$ cat src/rtl/xbar_scheduler_pkg.sv
// Shared router package for the 4x4 crossbar scheduler.
// Holds port count, index/age types, the default starvation threshold and
// a saturating age increment helper used by the scheduler top level.
package xbar_scheduler_pkg;

  localparam int NUM_PORTS = 4;

  typedef logic [1:0] port_idx_t;
  typedef logic [3:0] age_t;

  localparam age_t AGE_MAX = 4'hF;

  // Consecutive ungranted request cycles before an input is flagged starving.
  localparam int unsigned STARVE_LIMIT_DEFAULT = 7;

  // Saturating +1 on a wait-age counter.
  function automatic age_t age_inc(input age_t a);
    return (a == AGE_MAX) ? AGE_MAX : a + age_t'(1);
  endfunction

endpackage

$ cat src/rtl/xbar_scheduler_if.sv
// Request/grant bundle between the input buffers, output buffers and the
// crossbar scheduler.
//   req_valid : input i has a packet available
//   req_port  : routed output port per input
//   ob_ready  : output buffer j can accept a packet
//   grant     : input i wins this cycle (read strobe for its buffer)
//   out_valid : output j receives a packet this cycle
//   out_sel   : crossbar mux select per output
// master drives requests/ready, slave (the scheduler) drives grants/selects.
interface xbar_scheduler_if
  import xbar_scheduler_pkg::*;
();

  logic      [NUM_PORTS-1:0] req_valid;
  port_idx_t [NUM_PORTS-1:0] req_port;
  logic      [NUM_PORTS-1:0] ob_ready;
  logic      [NUM_PORTS-1:0] grant;
  logic      [NUM_PORTS-1:0] out_valid;
  port_idx_t [NUM_PORTS-1:0] out_sel;

  modport master (
    output req_valid,
    output req_port,
    output ob_ready,
    input  grant,
    input  out_valid,
    input  out_sel
  );

  modport slave (
    input  req_valid,
    input  req_port,
    input  ob_ready,
    output grant,
    output out_valid,
    output out_sel
  );

endinterface

$ cat src/rtl/xbar_scheduler_rr_pick4.sv
// Combinational 4-way rotating-priority picker.
//   req   : request vector, one bit per contender
//   ptr   : index searched first; search continues ptr+1, ptr+2, ... mod 4
//   found : at least one request present
//   idx   : index of the first request in search order (0 when none)
module rr_pick4
  import xbar_scheduler_pkg::*;
(
  input  logic [NUM_PORTS-1:0] req,
  input  port_idx_t            ptr,
  output logic                 found,
  output port_idx_t            idx
);

  port_idx_t cand;

  always_comb begin
    found = 1'b0;
    idx   = '0;
    cand  = '0;
    for (int k = 0; k < NUM_PORTS; k++) begin
      // 2-bit add wraps naturally, giving the mod-4 search order.
      cand = ptr + port_idx_t'(k);
      if (!found && req[cand]) begin
        found = 1'b1;
        idx   = cand;
      end
    end
  end

endmodule

$ cat src/rtl/xbar_scheduler.sv
// Per-output round-robin scheduler for the 4x4 router crossbar.
// Each output independently picks one contending input using its own
// rotating priority pointer; grants, output valids and mux selects are
// combinational (zero latency) from the request bundle and registered
// pointers. Per-input saturating wait-age counters drive registered
// starvation flags for monitoring.
// Ports:
//   clock       : rising-edge clock
//   reset_n     : asynchronous active-low reset; forces all outputs to 0
//   bus         : request/grant bundle (slave side)
//   starve_flag : input i has waited >= STARVE_LIMIT consecutive cycles
//   ptr_dbg     : current priority pointer per output
module xbar_scheduler
  import xbar_scheduler_pkg::*;
#(
  parameter int unsigned STARVE_LIMIT = STARVE_LIMIT_DEFAULT
) (
  input  logic                      clock,
  input  logic                      reset_n,
  xbar_scheduler_if.slave           bus,
  output logic      [NUM_PORTS-1:0] starve_flag,
  output port_idx_t [NUM_PORTS-1:0] ptr_dbg
);

  localparam age_t StarveThresh = age_t'(STARVE_LIMIT);

  // cand[j][i]: input i is requesting output j this cycle.
  logic      [NUM_PORTS-1:0][NUM_PORTS-1:0] cand;
  logic      [NUM_PORTS-1:0]                found;
  port_idx_t [NUM_PORTS-1:0]                pick_idx;

  port_idx_t [NUM_PORTS-1:0] ptr_q, ptr_d;
  age_t      [NUM_PORTS-1:0] age_q, age_d;
  logic      [NUM_PORTS-1:0] starve_q, starve_d;

  logic      [NUM_PORTS-1:0] grant;
  logic      [NUM_PORTS-1:0] out_valid;
  port_idx_t [NUM_PORTS-1:0] out_sel;

  // Candidate decode.
  always_comb begin
    cand = '0;
    for (int j = 0; j < NUM_PORTS; j++) begin
      for (int i = 0; i < NUM_PORTS; i++) begin
        cand[j][i] = bus.req_valid[i] && (bus.req_port[i] == port_idx_t'(j));
      end
    end
  end

  for (genvar j = 0; j < NUM_PORTS; j++) begin : g_pick
    rr_pick4 u_pick (
      .req   (cand[j]),
      .ptr   (ptr_q[j]),
      .found (found[j]),
      .idx   (pick_idx[j])
    );
  end

  // Output gating. Each input targets only one output, so the per-output
  // winners are always distinct inputs and grant bits never collide.
  always_comb begin
    grant     = '0;
    out_valid = '0;
    out_sel   = '0;
    for (int j = 0; j < NUM_PORTS; j++) begin
      if (reset_n && bus.ob_ready[j] && found[j]) begin
        out_valid[j]         = 1'b1;
        out_sel[j]           = pick_idx[j];
        grant[pick_idx[j]]   = 1'b1;
      end
    end
  end

  assign bus.grant     = grant;
  assign bus.out_valid = out_valid;
  assign bus.out_sel   = out_sel;

  // Pointer moves just past the winner; held when the output did not grant.
  always_comb begin
    ptr_d = ptr_q;
    for (int j = 0; j < NUM_PORTS; j++) begin
      if (out_valid[j]) begin
        ptr_d[j] = out_sel[j] + port_idx_t'(1);
      end
    end
  end

  // Wait age counts only consecutive ungranted requesting cycles.
  always_comb begin
    age_d    = '0;
    starve_d = '0;
    for (int i = 0; i < NUM_PORTS; i++) begin
      if (bus.req_valid[i] && !grant[i]) begin
        age_d[i] = age_inc(age_q[i]);
      end else begin
        age_d[i] = '0;
      end
      starve_d[i] = (age_d[i] >= StarveThresh);
    end
  end

  always_ff @(posedge clock or negedge reset_n) begin
    if (!reset_n) begin
      ptr_q    <= '0;
      age_q    <= '0;
      starve_q <= '0;
    end else begin
      ptr_q    <= ptr_d;
      age_q    <= age_d;
      starve_q <= starve_d;
    end
  end

  assign starve_flag = starve_q;
  assign ptr_dbg     = ptr_q;

  // Structural sanity: a grant only ever goes to a requesting input, and
  // every granting output maps to exactly one granted input.
  a_grant_req : assert property (@(posedge clock) disable iff (!reset_n)
    (grant & ~bus.req_valid) == '0);
  a_grant_cnt : assert property (@(posedge clock) disable iff (!reset_n)
    $countones(grant) == $countones(out_valid));

endmodule

$ cat src/flat_wrapper.sv
// flat-port wrapper written by rule: the top's interface ports become plain ports
module xbar_scheduler_flat import xbar_scheduler_pkg::*;
#(
  parameter int unsigned STARVE_LIMIT = STARVE_LIMIT_DEFAULT
)
  (clock, reset_n, starve_flag, ptr_dbg, bus_req_valid, bus_req_port, bus_ob_ready, bus_grant, bus_out_valid, bus_out_sel);
  xbar_scheduler_if bus_i ();
  input  logic clock;
  input  logic reset_n;
  output logic      [NUM_PORTS-1:0] starve_flag;
  output port_idx_t [NUM_PORTS-1:0] ptr_dbg;
  input wire logic [$bits(bus_i.req_valid)-1:0] bus_req_valid;
  input wire logic [$bits(bus_i.req_port)-1:0] bus_req_port;
  input wire logic [$bits(bus_i.ob_ready)-1:0] bus_ob_ready;
  output wire logic [$bits(bus_i.grant)-1:0] bus_grant;
  output wire logic [$bits(bus_i.out_valid)-1:0] bus_out_valid;
  output wire logic [$bits(bus_i.out_sel)-1:0] bus_out_sel;
  assign bus_i.req_valid = bus_req_valid;
  assign bus_i.req_port = bus_req_port;
  assign bus_i.ob_ready = bus_ob_ready;
  assign bus_grant = bus_i.grant;
  assign bus_out_valid = bus_i.out_valid;
  assign bus_out_sel = bus_i.out_sel;
  xbar_scheduler #(.STARVE_LIMIT(STARVE_LIMIT)) u_core (.clock(clock), .reset_n(reset_n), .bus(bus_i), .starve_flag(starve_flag), .ptr_dbg(ptr_dbg));
endmodule
$ cat config.mk
export PLATFORM = sky130hd
export DESIGN_NAME = xbar_scheduler_flat
export DESIGN_NICKNAME = d
export VERILOG_FILES = /design/src/rtl/xbar_scheduler_pkg.sv /design/src/rtl/xbar_scheduler_if.sv /design/src/rtl/xbar_scheduler_rr_pick4.sv /design/src/rtl/xbar_scheduler.sv /design/src/flat_wrapper.sv
export SDC_FILE = /design/constraint.sdc
export NUM_CORES = 1
export LEC_CHECK = 0
export CAP_MARGIN = 20
export CORE_ASPECT_RATIO = 1.75
export CORE_MARGIN = 10
export CORE_UTILIZATION = 30
export CTS_CLUSTER_SIZE = 8
export DETAILED_ROUTE_END_ITERATION = 12
export GPL_ROUTABILITY_DRIVEN = 0
export SLEW_MARGIN = 10
export SYNTH_ARGS = -nofsm -noshare
export SYNTH_HDL_FRONTEND = slang
export SYNTH_SLANG_ARGS = --single-unit
$ cat constraint.sdc
create_clock -name clock -period 3.81 [get_ports clock]
set_input_delay 0.762 -clock clock [delete_from_list [all_inputs] [get_ports clock]]
set_output_delay 0.762 -clock clock [all_outputs]
set_load 0.01 [all_outputs]
==> flow_summary_export.csv, run 1 <==
group,metric,value,unit
floorplan,die_area,11400,µm²
cells_and_area,post-route-util,0.451,
global_routing,largest_net_degree_at_the_start_of_global_routing,17,
synth,synthesis_warning_total,0,
timing,final_max_tran_viols,0,
timing,max_freq,275,MHz
synth,number_of_instances_in_the_synthesized_netlist,246,
drt,antenna_violating_nets_remaining,0,
worst_setup_path,timing.critical_path.to,"bus_out_sel[4]",
drt,drt-pass1-iter-count,4,
floorplan,die-height,134,µm
synth,synth_flop_cell,"dfrtp_1",
synth,post_synth_mux_area_share,0.0180,
global_routing,antenna_found_initial,0,
worst_setup_path,worst_r2r_startpoint,"u_core.ptr_dbg[3]$_DFFE_PN0N_",
synth,seq_area_frac_synth,0.315,
outcome,run_status,"finished clean",
drt,routed_wl,6.94,mm
worst_setup_path,crit_path_start_kind,"input pin",
floorplan,number_of_rows_in_the_core_area,41,
synth,synth_edf_count,0,
synth,synthesis.area_per_instance,9.05,µm²
worst_setup_path,crit_required,3.05,ns
floorplan,initial_utilization,0.308,
cells_and_area,final_cell_area,3260,µm²
clock_network,tritoncts.num_buffers,3,
pwr,vdd_drop_max,0.153,mV
clock_network,reg_clk_slew_reported_paths,0.07,ns
timing,tightestPinTransition,0.361,ns
synth,main_combinational_cell_family_by_area_after_synthesis,"simple AND/OR/NAND/NOR gates",
synth,adder_cell_share_of_the_synthesized_area,0.0225,
synth,netlist_area,2230,µm²
floorplan,design.portCount,46,
placement,dp_hpwl,5.76,mm
synth,synth-compound-area-share,0.234,
timing,hold_viol,0,
pwr,power_density,297,nW/µm²
drt,drc,0,
synth,synth-simple-area-share,0.359,
global_routing,grt-ovfl-total,0,
cells_and_area,antenna_cells,0,
min_path,holdCritPathClass,"reg2reg",
floorplan,placeableCoreArea,7230,µm²
placement,cell_count_after_placement,422,
worst_setup_path,r2r_setup_slack,1.68,ns
worst_setup_path,r2r-end,"u_core.age_q[10]$_DFF_PN0_",
placement,port_buf_inserts,45,
pwr,leakagePower,1.41,nW
synth,synthMostInstantiatedCell,"dfrtp_1",
clock_network,postCtsHoldBufs,0,
cells_and_area,layout_overhead_on_the_synthesized_area,46.5,%
drt,vias_post_dr,2251,
clock_network,cts.htree.levels,1,
synth,most_frequent_cells_after_synthesis,"dfrtp_1, nor2_1, nand2_1",
timing,final.min_clock_period,3.64,ns
drt,first_iter_violations,81,
synth,ys_types,59,
global_routing,grt.total_usage,0.124,
synth,post-synth-top-area-cell,"dfrtp_1",
timing,setup_repair_after_global_routing_missed_its_margin,"false",
pwr,total_power,0.968,mW
worst_setup_path,reg2reg_path_depth,9,
worst_setup_path,critPathKind,"in2out",
worst_setup_path,critical_path_arrival,2.88,ns
synth,post_synth_xor_area_fraction,0.0157,
worst_setup_path,cp-end-kind,"output pin",
clock_network,root_buffer,"clkbuf_16",
placement,placed_area,3130,µm²
synth,async_reset_ff_frac,1.00,
synth,synth_largest_type_area_fraction,0.315,
drt,avgViaCountPerCell,5.25,
synth,synth_fp_nets,268,
clock_network,cts_buffer_depth,2,
global_routing,grt_pass1_wl,11.7,mm
flow_run,cap_viol_max_count,0,
timing,period_share,0.955,
floorplan,die_width,85.1,µm
drt,routed_wire_length_per_instance,16.2,µm
clock_network,clkLatencyLatePin,0.27,ns
cells_and_area,fin_cells,429,
clock_network,clock-sinks,28,
synth,synth.area.top_cells,"dfrtp_1, nor2_1, nand3b_1, a21oi_1, nand3_1",
timing,final.setup_skew,0.00238,ns
worst_setup_path,worst-path-max-fanout,6,
clock_network,clock_tree_from_tritoncts,"yes",
cells_and_area,drive_above_1_share,0.257,
timing,maxSlewHeadroom,0.756,
worst_setup_path,crit_path_start,"bus_req_port[5]",
timing,setup_failing_eps_final,0,
global_routing,via_count_of_the_first_global_routing_pass,2452,
synth,yosys_register_bits,28,
cells_and_area,layout.nets,366,
layout by cell type (no fill, tap or decap), drive strengths merged, types with 3 or more instances in the layout:
| master | count |
|---|---|
| nand2b | 6 |
| nand2 | 17 |
| buf | 54 |
| mux2i | 4 |
| and3b | 5 |
| nor2b | 4 |
| nor3b | 9 |
| inv | 11 |
| dfrtp | 28 |
| clkdlybuf4s50 | 29 |
| dlymetal6s2s | 3 |
| nor3 | 4 |
| o22ai | 5 |
| and3 | 6 |
| a211oi | 5 |
| nand3b | 13 |
| nor2 | 27 |
| dlygate4sd2 | 13 |
| nand4b | 4 |
| a21oi | 14 |
| ha | 4 |
| o21ai | 11 |
| o211ai | 5 |
| nand3 | 14 |
| clkbuf | 4 |
| and2 | 3 |
power by group:
| group | total, mW | internal (mW) | switching, mW |
|---|---|---|---|
| registers | 0.387 | 0.330 | 0.0563 |
| clock network | 0.263 | 0.161 | 0.102 |
| logic | 0.319 | 0.170 | 0.148 |
flip-flops by register name, indices dropped and copies added (netlist names):
| signal | count |
|---|---|
| u_core.ptr_dbg | 8 |
| u_core.starve_flag | 4 |
| u_core.age_q | 16 |
cell families after synthesis:
family,after synthesis
adders and majority gates,4
DFF,28
muxes,4
xor gates and xnor gates,4
buffers and inverters,17
and+or+nand+nor,128
AOI/OAI and AO/OA,61
worst max-delay path: stages:
cell and delay [ns]:
dlygate4sd2_1 0.30, buf_4 0.17, and3b_1 0.21, nor4_2 0.39
buf_4 0.19, nor2_1 0.05, buf_4 0.17, and2_1 0.15
clkdlybuf4s50_1 0.48
repair_timing:
action                                  CTS  global route
cloned                                    0             0
endpoints found under the setup margin    8             6
gates resized for setup                  18             5
setup buffers                             0             3
pin swaps                                 2             5
metrics by stage:
step                      TNS (ns)  hold WS, ns  setup WS [ns]
after detailed placement     -1.19        0.572         -0.257
after floorplan                  0        0.466          0.877
after CTS                        0        0.581         0.0290
after global placement       -1.21        0.564         -0.267
after global routing             0        0.624          0.113
final                            0        0.578          0.171
how the worst min path moves through the flow:
stage                              start                              end  slack, ns  depth (start not counted)
6_report       u_core.age_q[6]$_DFF_PN0_  u_core.starve_flag[1]$_DFF_PN0_       0.58                          1
5_1_grt        u_core.age_q[4]$_DFF_PN0_        u_core.age_q[4]$_DFF_PN0_       0.62                          3
4_1_cts        u_core.age_q[6]$_DFF_PN0_  u_core.starve_flag[1]$_DFF_PN0_       0.58                          1
3_5_place_dp   u_core.age_q[6]$_DFF_PN0_  u_core.starve_flag[1]$_DFF_PN0_       0.57                          1
3_3_place_gp   u_core.age_q[4]$_DFF_PN0_        u_core.age_q[4]$_DFF_PN0_       0.56                          3
2_1_floorplan                    reset_n        u_core.age_q[0]$_DFF_PN0_       0.47                          0
final cells by class:
type / instances / area (µm²)
clock buffers: 4 / 88.8
repair buffers: 99 / 847
multi-input cells: 201 / 1480
flip-flops and latches: 28 / 701
fillers: 732 / 3970
well taps: 86 / 108
inverters: 11 / 41.3
per-layer routing:
layer,vias up,global-route usage,part of all wire
li1,1122,-,-
met1,1062,0.116,0.36
met2,49,0.233,0.56
met3,18,0.0188,0.033
met4,0,0.0882,0.053
met5,-,0,0
No activity file was read; power rests on OpenSTA's default activity.
==> run 2: changes to the inputs <==
Settings changed: CORE_MARGIN 10 to 5.
==> run 2 against run 1 <==
  * The run now ends with setup timing left
  * Global-route usage is 2.9 points higher
  * Worst setup slack worse by 0.19 ns
  * Combinational power hardly changed
  * Sequential share of layout area is 0.32 points lower
  * Final cell count is 0.70% lower
  * Fmax is 4.9% lower
  * Largest cell class unchanged
==> flow_summary_export.csv, run 2 (synthesis results as in run 1) <==
group,metric,value,unit
clock_network,cts_buffer_depth,2,
floorplan,die-height,124,µm
worst_setup_path,cp-end-kind,"output pin",
global_routing,largest_net_degree_at_the_start_of_global_routing,21,
worst_setup_path,cell_by_cell_trace_of_the_critical_path,"clkdlybuf4s50_1 > buf_4 > and3b_1 > nor2_1 > a311oi_4 > or4_4 > nand4_4 > clkdlybuf4s50_1",
cells_and_area,seqCellArea,701,µm²
pwr,power_density,310,nW/µm²
drt,vias_post_dr,2270,
worst_setup_path,critical_path_arrival,3.06,ns
clock_network,postCtsHoldBufs,0,
drt,routed_wire_length_per_instance,16.1,µm
min_path,whs_endpoint,"u_core.starve_flag[1]$_DFF_PN0_",
drt,first_iter_violations,105,
clock_network,cts.htree.levels,1,
worst_setup_path,worst_r2r_startpoint,"u_core.ptr_dbg[4]$_DFFE_PN0P_",
timing,maxSlewHeadroom,0.686,
timing,setup_failing_eps_final,1,
pwr,vdd_drop_max,0.158,mV
floorplan,die_area,9310,µm²
timing,tightestPinTransition,0.467,ns
timing,final.min_clock_period,3.83,ns
floorplan,design.portCount,46,
drt,antenna_violating_nets_remaining,0,
min_path,whs_path_depth,1,
timing,timing.final.ws_setup,-0.0158,ns
placement,port_buf_inserts,45,
cells_and_area,drive_above_1_share,0.265,
drt,met2_wire_length,3.98,mm
flow_run,cap_viol_max_count,0,
clock_network,tritoncts.num_buffers,3,
placement,dp_hpwl,5.47,mm
global_routing,via_count_of_the_first_global_routing_pass,2303,
clock_network,clkLatencyLatePin,0.27,ns
clock_network,reg_clk_slew_reported_paths,0.07,ns
cells_and_area,antenna_cells,0,
floorplan,die_width,75.1,µm
drt,drc,0,
min_path,hold_path.startpoint,"u_core.age_q[6]$_DFF_PN0_",
global_routing,grt_pass1_wl,10.9,mm
global_routing,antenna_found_initial,0,
cells_and_area,layout_common_cells,"buf_4, clkdlybuf4s50_1, dfrtp_1",
placement,placed_area,3110,µm²
outcome,run_status,"complete, but fails checks",
timing,period_share,1.00,
drt,detail_route.wirelength.met1,2.50,mm
worst_setup_path,crit_required,3.05,ns
worst_setup_path,critPathKind,"in2out",
cells_and_area,layout.nets,363,
drt,highest-signal-layer,"met4",
cells_and_area,multiInputGateArea,1520,µm²
worst_setup_path,r2r-end,"u_core.age_q[15]$_DFF_PN0_",
cells_and_area,layout_overhead_on_the_synthesized_area,48.8,%
worst_setup_path,cpMaxStageDelayCell,"or4_4",
min_path,holdCritPathClass,"reg2reg",
cells_and_area,final_cell_area,3310,µm²
floorplan,initial_utilization,0.308,
pwr,total_power,1.03,mW
drt,routed_wl,6.85,mm
cells_and_area,top_register,"u_core.age_q",
floorplan,number_of_rows_in_the_core_area,41,
pwr,leakagePower,1.42,nW
timing,max_freq,261,MHz
timing,final.setup_skew,0.00511,ns
worst_setup_path,reg2reg_path_depth,9,
floorplan,placeableCoreArea,7230,µm²
worst_setup_path,cpMostUsedCell,"clkdlybuf4s50_1",
timing,final_max_tran_viols,0,
worst_setup_path,crit_path_start_kind,"input pin",
clock_network,clock-sinks,28,
cells_and_area,mostFrequentLayoutCell,"buf_4",
timing,hold_viol,0,
clock_network,root_buffer,"clkbuf_16",
timing,setup_repair_after_global_routing_missed_its_margin,"true",
cells_and_area,nFillCells,686,
drt,drt-pass1-iter-count,4,
drt,avgViaCountPerCell,5.33,
worst_setup_path,worst-path-max-fanout,9,
drt,wl_met3,170,µm
global_routing,grt-ovfl-total,0,
cells_and_area,largest_register_ffs,16,
global_routing,grt.total_usage,0.154,
worst_setup_path,r2r_setup_slack,1.69,ns
outcome,violations_in_the_final_reports,"setup timing",
clock_network,clock_tree_from_tritoncts,"yes",
worst_setup_path,critical-path-max-stage-delay,0.54,ns
## run 2: cell count changes in the layout (fill, tap and decap cells not counted), sizes merged
cell / previous run / this run
bufinv: 0 / 1
dlymetal6s2s: 3 / 5
buf: 54 / 51
clkbuf: 4 / 3
dlygate4sd2: 13 / 7
clkdlybuf4s50: 29 / 33
## run 2: stage by stage
stage                     hold WS, ns   util  setup TNS [ns]  setup WS [ns]  cells
final                           0.580  0.458         -0.0158        -0.0158    426
after floorplan                 0.466      -               0          0.877    246
after global routing            0.609  0.458          -0.158         -0.125    426
after detailed placement        0.571  0.431          -0.976         -0.240    420
after CTS                       0.583  0.450          -0.240         -0.139    425
after global placement          0.565  0.431          -0.931         -0.222    420
## run 2: metal layers
| metal | vias up | GRT usage |
|---|---|---|
| li1 | 1117 | - |
| met1 | 1092 | 0.156 |
| met2 | 46 | 0.299 |
| met3 | 15 | 0.0137 |
| met4 | 0 | 0.0713 |
| met5 | - | 0 |
## run 2: timing repair
item / CTS / global route
pin swaps: 1 / 3
buffers inserted: 1 / 1
gates resized for setup: 14 / 12
endpoints found under the setup margin: 5 / 6
endpoints found under the hold margin: 0 / 0
## run 2: worst max path at each step
stage / slack, ns / start / end
4_1_cts: -0.14 / bus_req_port[4] / bus_grant[0]
2_1_floorplan: 0.88 / bus_req_port[1] / bus_grant[2]
3_5_place_dp: -0.24 / bus_req_port[7] / bus_grant[2]
3_3_place_gp: -0.22 / bus_req_port[7] / bus_grant[2]
6_report: -0.02 / bus_req_valid[3] / bus_grant[0]
5_1_grt: -0.13 / bus_req_valid[3] / bus_grant[0]
## run 2: layout make-up
cell class,instances,area share
repair buffers,96,0.253
multi-input cells,201,0.459
clock buffers,3,0.0227
well taps,86,0.0325
clock inverters,1,0.00907
inverters,11,0.0125
flip-flops and latches,28,0.212
## run 2: worst max-delay path: cells and delay by family
kind | cells | cell delay (ns)
AND/OR/NAND/NOR | 4 | 1.07
buffers and inverters | 3 | 1.16
AO/OA/AOI/OAI | 1 | 0.07
## run 2: where the power goes
group / total (mW) / switching, mW / internal (mW)
combinational: 0.322 / 0.150 / 0.172
sequential: 0.387 / 0.0566 / 0.330
clock: 0.319 / 0.109 / 0.210
total: 1.03 / 0.316 / 0.712
